[config.mk]
export PLATFORM = sky130hd
export DESIGN_NAME = cache_fill_arbiter
export DESIGN_NICKNAME = d
export VERILOG_FILES = /design/src/rtl/cache_fill_arbiter.sv
export SDC_FILE = /design/constraint.sdc
export NUM_CORES = 1
export LEC_CHECK = 0
export CAP_MARGIN = 10
export CELL_PAD_IN_SITES_DETAIL_PLACEMENT = 0
export CELL_PAD_IN_SITES_GLOBAL_PLACEMENT = 1
export CORE_MARGIN = 4
export CORE_UTILIZATION = 25
export CTS_CLUSTER_DIAMETER = 100
export DETAILED_ROUTE_END_ITERATION = 12
export PLACE_DENSITY = 0.94
export SYNTH_ARGS = -nofsm -noshare
export SYNTH_HDL_FRONTEND = slang
export SYNTH_SLANG_ARGS = --single-unit
[constraint.sdc]
create_clock -name clk -period 4.1 [get_ports clk]
set_input_delay 0.615 -clock clk [delete_from_list [all_inputs] [get_ports clk]]
set_output_delay 0.615 -clock clk [all_outputs]
set_load 0.005 [all_outputs]
[src/rtl/cache_fill_arbiter.sv]
// Shares one main-memory read port between I-cache and D-cache misses:
// streams an 8-word block into the granted cache, then writes its tag.
module cache_fill_arbiter #(
  parameter int MEM_LATENCY = 4,
  parameter int BLOCK_WORDS = 8
) (
  input  logic        clk,
  input  logic        rst_n,
  input  logic        i_miss,
  input  logic [15:0] i_addr,
  input  logic        d_miss,
  input  logic [15:0] d_addr,
  input  logic [15:0] mem_data_out,
  input  logic        mem_data_valid,
  output logic        mem_en,
  output logic [15:0] mem_addr,
  output logic [1:0]  i_cacheop,
  output logic [1:0]  d_cacheop,
  output logic [15:0] fill_addr,
  output logic [15:0] fill_data,
  output logic        i_stall,
  output logic        d_stall,
  output logic        busy
);

  typedef enum logic [1:0] {
    IDLE,
    FETCH,
    DRAIN,
    TAG
  } state_t;

  localparam logic [2:0] LAST    = 3'(BLOCK_WORDS - 1);
  localparam logic [1:0] OP_READ = 2'b00;
  localparam logic [1:0] OP_FILL = 2'b01;
  localparam logic [1:0] OP_TAG  = 2'b10;

  state_t      r_state;
  logic        r_grant_d;
  logic        r_last_d;
  logic [11:0] r_base;
  logic [2:0]  r_issue;
  logic [2:0]  r_recv;

  logic        w_fill;
  logic        w_tag;
  logic        w_done;
  logic        w_pick_d;
  logic [1:0]  w_op;
  logic        w_unused;

  if (MEM_LATENCY < 1) begin : g_lat_chk
    $error("MEM_LATENCY must be at least 1");
  end

  // Word offsets within a block come from the counters, not the miss address.
  assign w_unused = ^{i_addr[3:0], d_addr[3:0]};

  assign w_fill = mem_data_valid &&
                  (r_state == FETCH || r_state == DRAIN);
  assign w_tag  = r_state == TAG;
  assign w_done = w_fill && r_recv == LAST;

  // On a tie the requester not served last wins.
  assign w_pick_d = d_miss && (!i_miss || !r_last_d);

  always_ff @(posedge clk or negedge rst_n) begin
    if (!rst_n) begin
      r_state   <= IDLE;
      r_grant_d <= 1'b0;
      r_last_d  <= 1'b0;
      r_base    <= '0;
      r_issue   <= '0;
      r_recv    <= '0;
    end else begin
      unique case (r_state)
        IDLE: begin
          if (i_miss || d_miss) begin
            r_grant_d <= w_pick_d;
            r_base    <= w_pick_d ? d_addr[15:4]
                                  : i_addr[15:4];
            r_issue   <= '0;
            r_recv    <= '0;
            r_state   <= FETCH;
          end
        end
        FETCH: begin
          r_issue <= r_issue + 3'd1;
          if (w_fill) r_recv <= r_recv + 3'd1;
          if (w_done) r_state <= TAG;
          else if (r_issue == LAST) r_state <= DRAIN;
        end
        DRAIN: begin
          if (w_fill) r_recv <= r_recv + 3'd1;
          if (w_done) r_state <= TAG;
        end
        TAG: begin
          r_last_d <= r_grant_d;
          r_state  <= IDLE;
        end
        default: r_state <= IDLE;
      endcase
    end
  end

  always_comb begin
    w_op = OP_READ;
    unique case (1'b1)
      w_fill:  w_op = OP_FILL;
      w_tag:   w_op = OP_TAG;
      default: w_op = OP_READ;
    endcase
  end

  always_comb begin
    fill_addr = '0;
    unique case (1'b1)
      w_fill:  fill_addr = {r_base, r_recv, 1'b0};
      w_tag:   fill_addr = {r_base, 4'h0};
      default: fill_addr = '0;
    endcase
  end

  assign mem_en    = r_state == FETCH;
  assign mem_addr  = mem_en ? {r_base, r_issue, 1'b0} : 16'h0000;
  assign fill_data = w_fill ? mem_data_out : 16'h0000;

  assign i_cacheop = r_grant_d ? OP_READ : w_op;
  assign d_cacheop = r_grant_d ? w_op : OP_READ;

  assign busy    = r_state != IDLE;
  assign i_stall = i_miss || (busy && !r_grant_d);
  assign d_stall = d_miss || (busy && r_grant_d);

endmodule

### Word-level counts from Yosys, hierarchy flattened

Cells that the tools add are included.

* $add $sub $neg: 2
* multiply operators: 0
* div/mod/pow operators: 0
* $lt $le $gt $ge: 0
* equal/unequal tests: 9
* shift-type cells: 0
* multiplexer cells: 16
* bitwise gates (word level): 0
* reductions and logical operators: 22

Operators by type and width (count)
* 16-bit 2-to-1 mux: 2
* 16-bit one-hot mux with 2 select lines: 1
* 12-bit 2-to-1 mux: 1
* 2-bit 2-to-1 mux: 6
* 3-bit one-hot mux with 2 select lines: 2
* 2-bit one-hot mux with 4 select lines: 1
* 3-bit by 1-bit adder with 3-bit output (second input constant): 2
* 3-bit == test (second input constant): 2
* 3-bit 2-to-1 mux: 2
* 3-bit AND reduction: 2
* 2-bit nonzero test: 3
* 1-bit logical AND: 5
* 1-bit logical OR: 5
* 2-bit == test (second input constant): 2
* 2-bit inequality test (second input constant): 2
* 2-bit one-hot mux with 2 select lines: 1
* 2-bit AND reduction: 2
* 1-bit logical NOT: 3
* 3-bit by 1-bit inequality test with 1-bit output (second input constant): 1
* 2-bit by 1-bit == test with 1-bit output (second input constant): 1
* 2-bit logical NOT: 1
* 2-bit by 1-bit inequality test with 1-bit output (second input constant): 1
* 2-bit OR reduction: 1

* flip-flop bits (word level): 22
* bits in latches: 0
* bits in writable memories: 0
* ROM bits: 0
* bits of input ports: 53
* output and inout bits: 56
* memories: 0

### Logic depth before layout (Yosys ltp)

Gate-level depths: netlist (run 1).

* word-level depth: 6
* depth in mapped cells: 7
* depth with buffers taken out: 6

### Least setup slack after synthesis (run 1)

Ideal clock, no wire load.

* kind: register to output
* start point: reg r_state[0]
* end point: out fill_addr[10]
* arrival: 1.481 ns
* required time: 3.485 ns
* setup slack: 2.004 ns
* cell stages (with the launch flop): 7
* path buffers: 2
* cell sequence: dfrtp_1 -> inv_1 -> ha_1 -> clkbuf_1 -> a21oi_1 -> clkbuf_1 -> nor2b_1

* cells in the longest elaborated chain, start to end: 4

Ends and longest elaborated chain
* start: declaration: line 38 `state_t r_state;`
* start signal: assignment: line 69 `r_state <= IDLE;`
* start signal: assignment: line 84 `r_state <= FETCH;`
* start signal: assignment: line 90 `if (w_done) r_state <= TAG;`
* 2-bit by 1-bit == test with 1-bit output or 2-bit == test (tied branches): line 60 `(r_state == FETCH || r_state == DRAIN);`
* 1-bit logical OR: line 60
* 1-bit logical AND: line 59 `assign w_fill = mem_data_valid &&`
* 16-bit one-hot mux with 2 select lines (*): line 117 `unique case (1'b1)`
* end: declaration: line 19 `output logic [15:0] fill_addr,`

Mark *: on every way between the ends. The rest lies on a longest branch, timed or not.

### Worst setup path in the final report (run 1)

* start point: reg r_state[0]
* end point: out fill_addr[11]

The elaborated chain is that of the path after synthesis.

==> results of run 1 <==
## layout make-up
class,instances,area (um^2),share of cell area
Clock buffer,3,41.3,0.0159
Clock inverter,1,30.0,0.0116
Inverter,5,18.8,0.00722
Multi-Input combinational cell,131,868,0.334
Sequential cell,22,551,0.212
Tap cell,75,93.8,0.0361
Timing Repair Buffer,100,996,0.383
## power by group
group	switching (mW)	internal [mW]
clock network	0.0736	0.130
registers	0.0819	0.320
logic	0.440	0.576
total	0.595	1.03
## synthesized netlist by cell type, types with 2 or more instances
cell type	count	area (um^2)
dfrtp_1	22	551
nand2_1	16	60.1
and2_1	16	100
nand3_1	3	15.0
a31o_2	2	17.5
a32o_1	2	20.0
nor2_1	4	15.0
nor2b_1	14	87.6
a22o_1	4	35.0
mux2i_1	13	130
and3_1	18	113
a21oi_1	4	20.0
ha_1	8	100
buf_4	3	22.5
o21ai_0	18	90.1
inv_1	5	18.8
clkbuf_1	10	37.5
## cells in the final DEF, fill, tap and decap left out, types with 2 or more instances in the layout
cell             synthesis  final
a32o_1                   2      2
dfrtp_1                 22     22
nor2_1                   4      4
and2_1                  16     16
buf_4                    3      2
clkdlybuf4s50_1          0     98
ha_1                     8      8
mux2i_1                 13     13
conb_1                   1      2
inv_1                    5      5
a21oi_1                  4      4
a22o_1                   4      4
and3_1                  18     18
nor2b_1                 14     14
a31o_2                   2      2
nand3_1                  3      3
nand2_1                 16     16
clkbuf_8                 0      3
o21ai_0                 18     18
## metrics by stage
stage | hold WS, ns | setup WS, ns | power, mW | instance area, um^2 | instances
2_1_floorplan | 0.319 | 2.00 | 0.911 | 1510 | 173
3_3_place_gp | 0.471 | 0.889 | 1.42 | 2530 | 333
3_5_place_dp | 0.481 | 0.865 | 1.44 | 2530 | 333
4_1_cts | 0.501 | 0.554 | 1.65 | 2600 | 337
5_1_grt | 0.535 | 0.326 | 1.77 | 2600 | 337
6_report | 0.493 | 0.602 | 1.62 | 2600 | 337
## metal layers
layer	wire [um]	part of all wire	GRT usage
met1	1820	0.40	0.136
met2	2470	0.54	0.227
met3	198	0.044	0.0202
met4	53	0.012	0.0302
met5	0	0	0
## registers in the layout, indices dropped and copies added (netlist names)
signal and cells:
r_base 12, r_grant_d 1, r_issue 3, r_last_d 1
r_recv 3, r_state 2
## critical path: stages, from the launching register on
cell and delay [ns]:
dfrtp_1 0.44, inv_1 0.09, ha_1 0.58, a21oi_1 0.89, nor2b_1 0.13, clkdlybuf4s50_1 0.50
## worst max-delay path by stage
stage / from / endpoint / slack, ns / cells after the start
6_report: r_state[0] / fill_addr[11] / 0.60 / 5
5_1_grt: r_state[0] / fill_addr[10] / 0.33 / 5
4_1_cts: r_state[0] / fill_addr[11] / 0.55 / 5
3_5_place_dp: r_state[0] / fill_addr[5] / 0.86 / 5
3_3_place_gp: r_state[0] / fill_addr[11] / 0.89 / 5
2_1_floorplan: r_state[0] / fill_addr[10] / 2.00 / 6
## cells by family (layout without fill, tap and decap cells)
family                   after synthesis  count (layout)  synth area share
AO/OA/AOI/OAI                         34              34             0.142
adder cells (fa/ha/maj)                8               8            0.0663
buffers and inverters                 20             109            0.0630
flip-flops                            22              22             0.365
multiplexers                          14              14            0.0936
other                                  1               2           0.00248
AND/OR/NAND/NOR                       73              73             0.268
==> results.yml, run 1 <==
worst_setup_path:
  ff2ff_path_depth: 6
  end_kind: "output port"
  critical_path_arrival_ns: 2.88
  r2r-end: "r_state[1]"
  cp_max_fo: 27
  cp-start-kind: "flop"
  cp.required_ns: 3.48
  r2r-start: "r_state[0]"
  critPathKind: "flop to output port"
  r2r_setup_slack_ns: 2.02
floorplanning:
  dieHeight_um: 85.7
  dieArea_mm2: 0.00735
  io_pins: 109
  core_area_mm2: 0.00589
  fp.dieW_um: 85.7
  rows: 28
  initial_core_util: 0.257
final_layout:
  drive_above_1_share: 0.0382
  final_nets: 324
  utilization: 0.442
  area_growth_pct: 72.1
  antennaDiodeCount: 0
  fill_cells: 595
synth:
  ys_seq_area_frac: 0.365
  synth_cells: 172
  synth.cell_area_mm2: 0.00151
  synth_edf_count: 0
  ys_ff_latch: 22
  async_flop_share: 1.00
  synth_cell_type_count: 27
  synth_ff_type: "dfrtp_1"
  ys_warn_count: 0
  synth_area_per_cell_um2: 8.78
grt:
  grt_max_degree: 28
  antenna_found_initial: 0
  grt_pass1_vias: 1491
  grt_pass1_wl_um: 7130
  grt_usage: 0.119
  globalRoute.totalOverflow: 0
clock_network:
  clock_path_buffers: 2
  ctsHtreeMaxLevel: 1
  cts_tree: "yes"
  cts_resized: 0
  numCtsBuffers: 3
  clkTransAtPathRegs_ns: 0.08
  cts-root-buf: "clkbuf_8"
  cts_sinks: 22
  holdBufCountCts: 0
  cts_setup_buffers: 0
  insertion_delay_ns: 0.26
route:
  wl_per_cell_um: 13.5
  drtPass1Iterations: 4
  first_iter_violations: 63
  vias: 1501
  drc: 0
  ant_nets: 0
  via_per_inst: 4.45
  finalWirelength_um: 4540
timing:
  worst_pin_slew_ns: 1.00
  skew_ns: 0.000976
  post-route-period-util: 0.853
  relSlewSlack: 0.328
  clock.fmax_ghz: 0.286
  setup_violations: 0
  rsz0062_at_grt: "false"
  tns_ns: 0
  hold_violations: 0
  period_needed_ns: 3.50
  drv_slew: 0
placement:
  gp_congestion: 0.732
  dp.final_hpwl_um: 3520
  portBuffers: 98
power:
  peakVddDrop_uv: 296
  power_density_mw_per_mm2: 624
  cellLeakagePower_nw: 1.15
worst_hold_path:
  min_path_type: "flop to flop"
  hold_end: "r_base[1]"
  hold_path_depth: 2
  hold_start: "r_base[1]"
run:
  drv_cap: 0
run_status:
  status: "finished clean"
No activity file was read; power rests on OpenSTA's default activity.
==> run 2, diff against run 1 <==
==> constraint.sdc (replaced) <==
create_clock -name clk -period 4.1 [get_ports clk]
set_input_delay 0.82 -clock clk [delete_from_list [all_inputs] [get_ports clk]]
set_output_delay 0.82 -clock clk [all_outputs]
set_load 0.005 [all_outputs]
==> run 2 against run 1 <==
Via count is 1.5% higher. Non-clock buffer count is 1 higher. Largest power group unchanged. Sequential power hardly changed. Critical path type is now primary input to output port. Combinational power hardly changed.
==> results.yml, run 2 (synthesis gave the netlist of run 1 again) <==
power:
  switching_share: 0.372
  cellLeakagePower_nw: 1.15
  p_switching_mw: 0.614
  peakVddDrop_uv: 339
  clkPwrFrac: 0.128
  power_frac_seq: 0.243
  p_comb_frac: 0.629
  p_int_mw: 1.03
  power_density_mw_per_mm2: 633
clock_network:
  clkTransAtPathRegs_ns: 0.09
  ctsHtreeMaxLevel: 1
  holdBufCountCts: 0
  cts-root-buf: "clkbuf_8"
  cts_tree: "yes"
  insertion_delay_ns: 0.27
  cts_resized: 0
  numCtsBuffers: 3
  clock_path_buffers: 2
  cts_sinks: 22
  cts_setup_buffers: 0
worst_setup_path:
  slowest_stage: "a21oi_1"
  worst-path-buf-inv: 2
  cp_max_fo: 12
  cp.required_ns: 3.28
  critPathMaxStageDelay_ns: 0.81
  crit_start: "mem_data_valid"
  cp-start-kind: "primary input"
  end_kind: "output port"
  r2r-start: "r_state[1]"
  critical_path_arrival_ns: 2.70
  crit_top_cell: "clkdlybuf4s50_1"
  critPathTopFamily: "buffers and inverters"
  critPathKind: "primary input to output port"
  cp_cell_sequence: "clkdlybuf4s50_1 > a21oi_1 > nor2b_1 > clkdlybuf4s50_1"
placement:
  gp_congestion: 0.740
  portBuffers: 98
  dp.final_hpwl_um: 3600
  place_inst: 334
final_layout:
  utilization: 0.443
  largest_register_ffs: 12
  fin_cells: 338
  drive_above_1_share: 0.0418
  multi_input_area_um2: 868
  area_growth_pct: 72.6
  final_common_cell: "clkdlybuf4s50_1"
  reg_top3: "r_base x12, r_issue x3, r_recv x3"
  register_area_um2: 551
  fill_cells: 593
  largest-register: "r_base"
  final_nets: 325
  antennaDiodeCount: 0
  mostFrequentLayoutCells: "clkdlybuf4s50_1 (98), dfrtp_1 (22), and3_1 (18), o21ai_0 (18)"
grt:
  grt_pass1_wl_um: 7610
  grt_usage: 0.128
  antenna_found_initial: 0
  grt_pass1_vias: 1575
  grt_max_degree: 28
  globalRoute.totalOverflow: 0
timing:
  relSlewSlack: 0.299
  skew_ns: 0.00257
  tns_ns: 0
  worst_pin_slew_ns: 1.05
  rsz0062_at_grt: "false"
  hold_violations: 0
  setup_violations: 0
  period_needed_ns: 3.52
  clock.fmax_ghz: 0.284
  post-route-period-util: 0.858
  drv_slew: 0
  holdWs_ns: 0.496
floorplanning:
  io_pins: 109
  rows: 28
  initial_core_util: 0.257
  dieArea_mm2: 0.00735
  core_area_mm2: 0.00589
  dieHeight_um: 85.7
  fp.dieW_um: 85.7
route:
  wl_per_cell_um: 13.8
  finalWirelength_um: 4670
  drc: 0
  vias: 1523
  first_iter_violations: 79
  drtPass1Iterations: 4
  via_per_inst: 4.51
  ant_nets: 0
worst_hold_path:
  min_path_type: "flop to flop"
  hold_start: "r_base[3]"
run_status:
  status: "finished clean"
run:
  drv_cap: 0
[run 2: cell count changes in the layout (fill, tap and decap cells not counted)]
cell   change
buf_4      +1
[run 2: per-layer routing]
metal  wire, um  part of all wire  global-route usage
met5          0                 0                   0
met4         89             0.019              0.0345
met3        210             0.045              0.0259
met2       2520              0.54               0.242
met1       1850              0.40               0.144
[run 2: power by group through the flow]
stage | logic (mW) | registers, mW | clock network [mW]
final | 1.04 | 0.401 | 0.210
after global routing | 1.16 | 0.420 | 0.224
after CTS | 1.05 | 0.402 | 0.213
after detailed placement | 1.05 | 0.407 | 0
after global placement | 1.03 | 0.401 | 0
after floorplan | 0.528 | 0.383 | 0
[run 2: worst register-to-register path, stage by stage, from the launching register on]
cell     delay, ns
dfrtp_1       0.43
inv_1         0.11
ha_1          0.62
nor2b_1       0.20
o21ai_0       0.17
a31o_2        0.29
a21oi_1       0.13
[run 2: metrics by stage]
step           setup slack [ns]  cell area, um^2  total power [mW]
2_1_floorplan              1.73             1510             0.911
5_1_grt                   0.430             2610              1.80
4_1_cts                   0.541             2610              1.67
3_5_place_dp              0.546             2530              1.46
3_3_place_gp              0.562             2530              1.43
6_report                  0.582             2610              1.65
[run 2: path summary, 6_finish.rpt]
check                      slack, ns           end  cells after the start
setup / recovery                0.58  fill_addr[4]                      4
hold / removal                  0.50     r_base[3]                      2
setup reg to reg                2.08    r_state[0]                      6
hold reg to reg                 0.50     r_base[3]                      2
max in group asynchronous       2.36     r_base[1]                      1
min in group asynchronous       1.12     r_recv[1]                      1
[run 2: layout make-up]
cell class | instances | share of cell area
inverters | 5 | 0.00720
clock buffers | 3 | 0.0158
well taps | 75 | 0.0360
flip-flops and latches | 22 | 0.211
repair buffers | 101 | 0.385
multi-input cells | 131 | 0.333
clock inverters | 1 | 0.0115
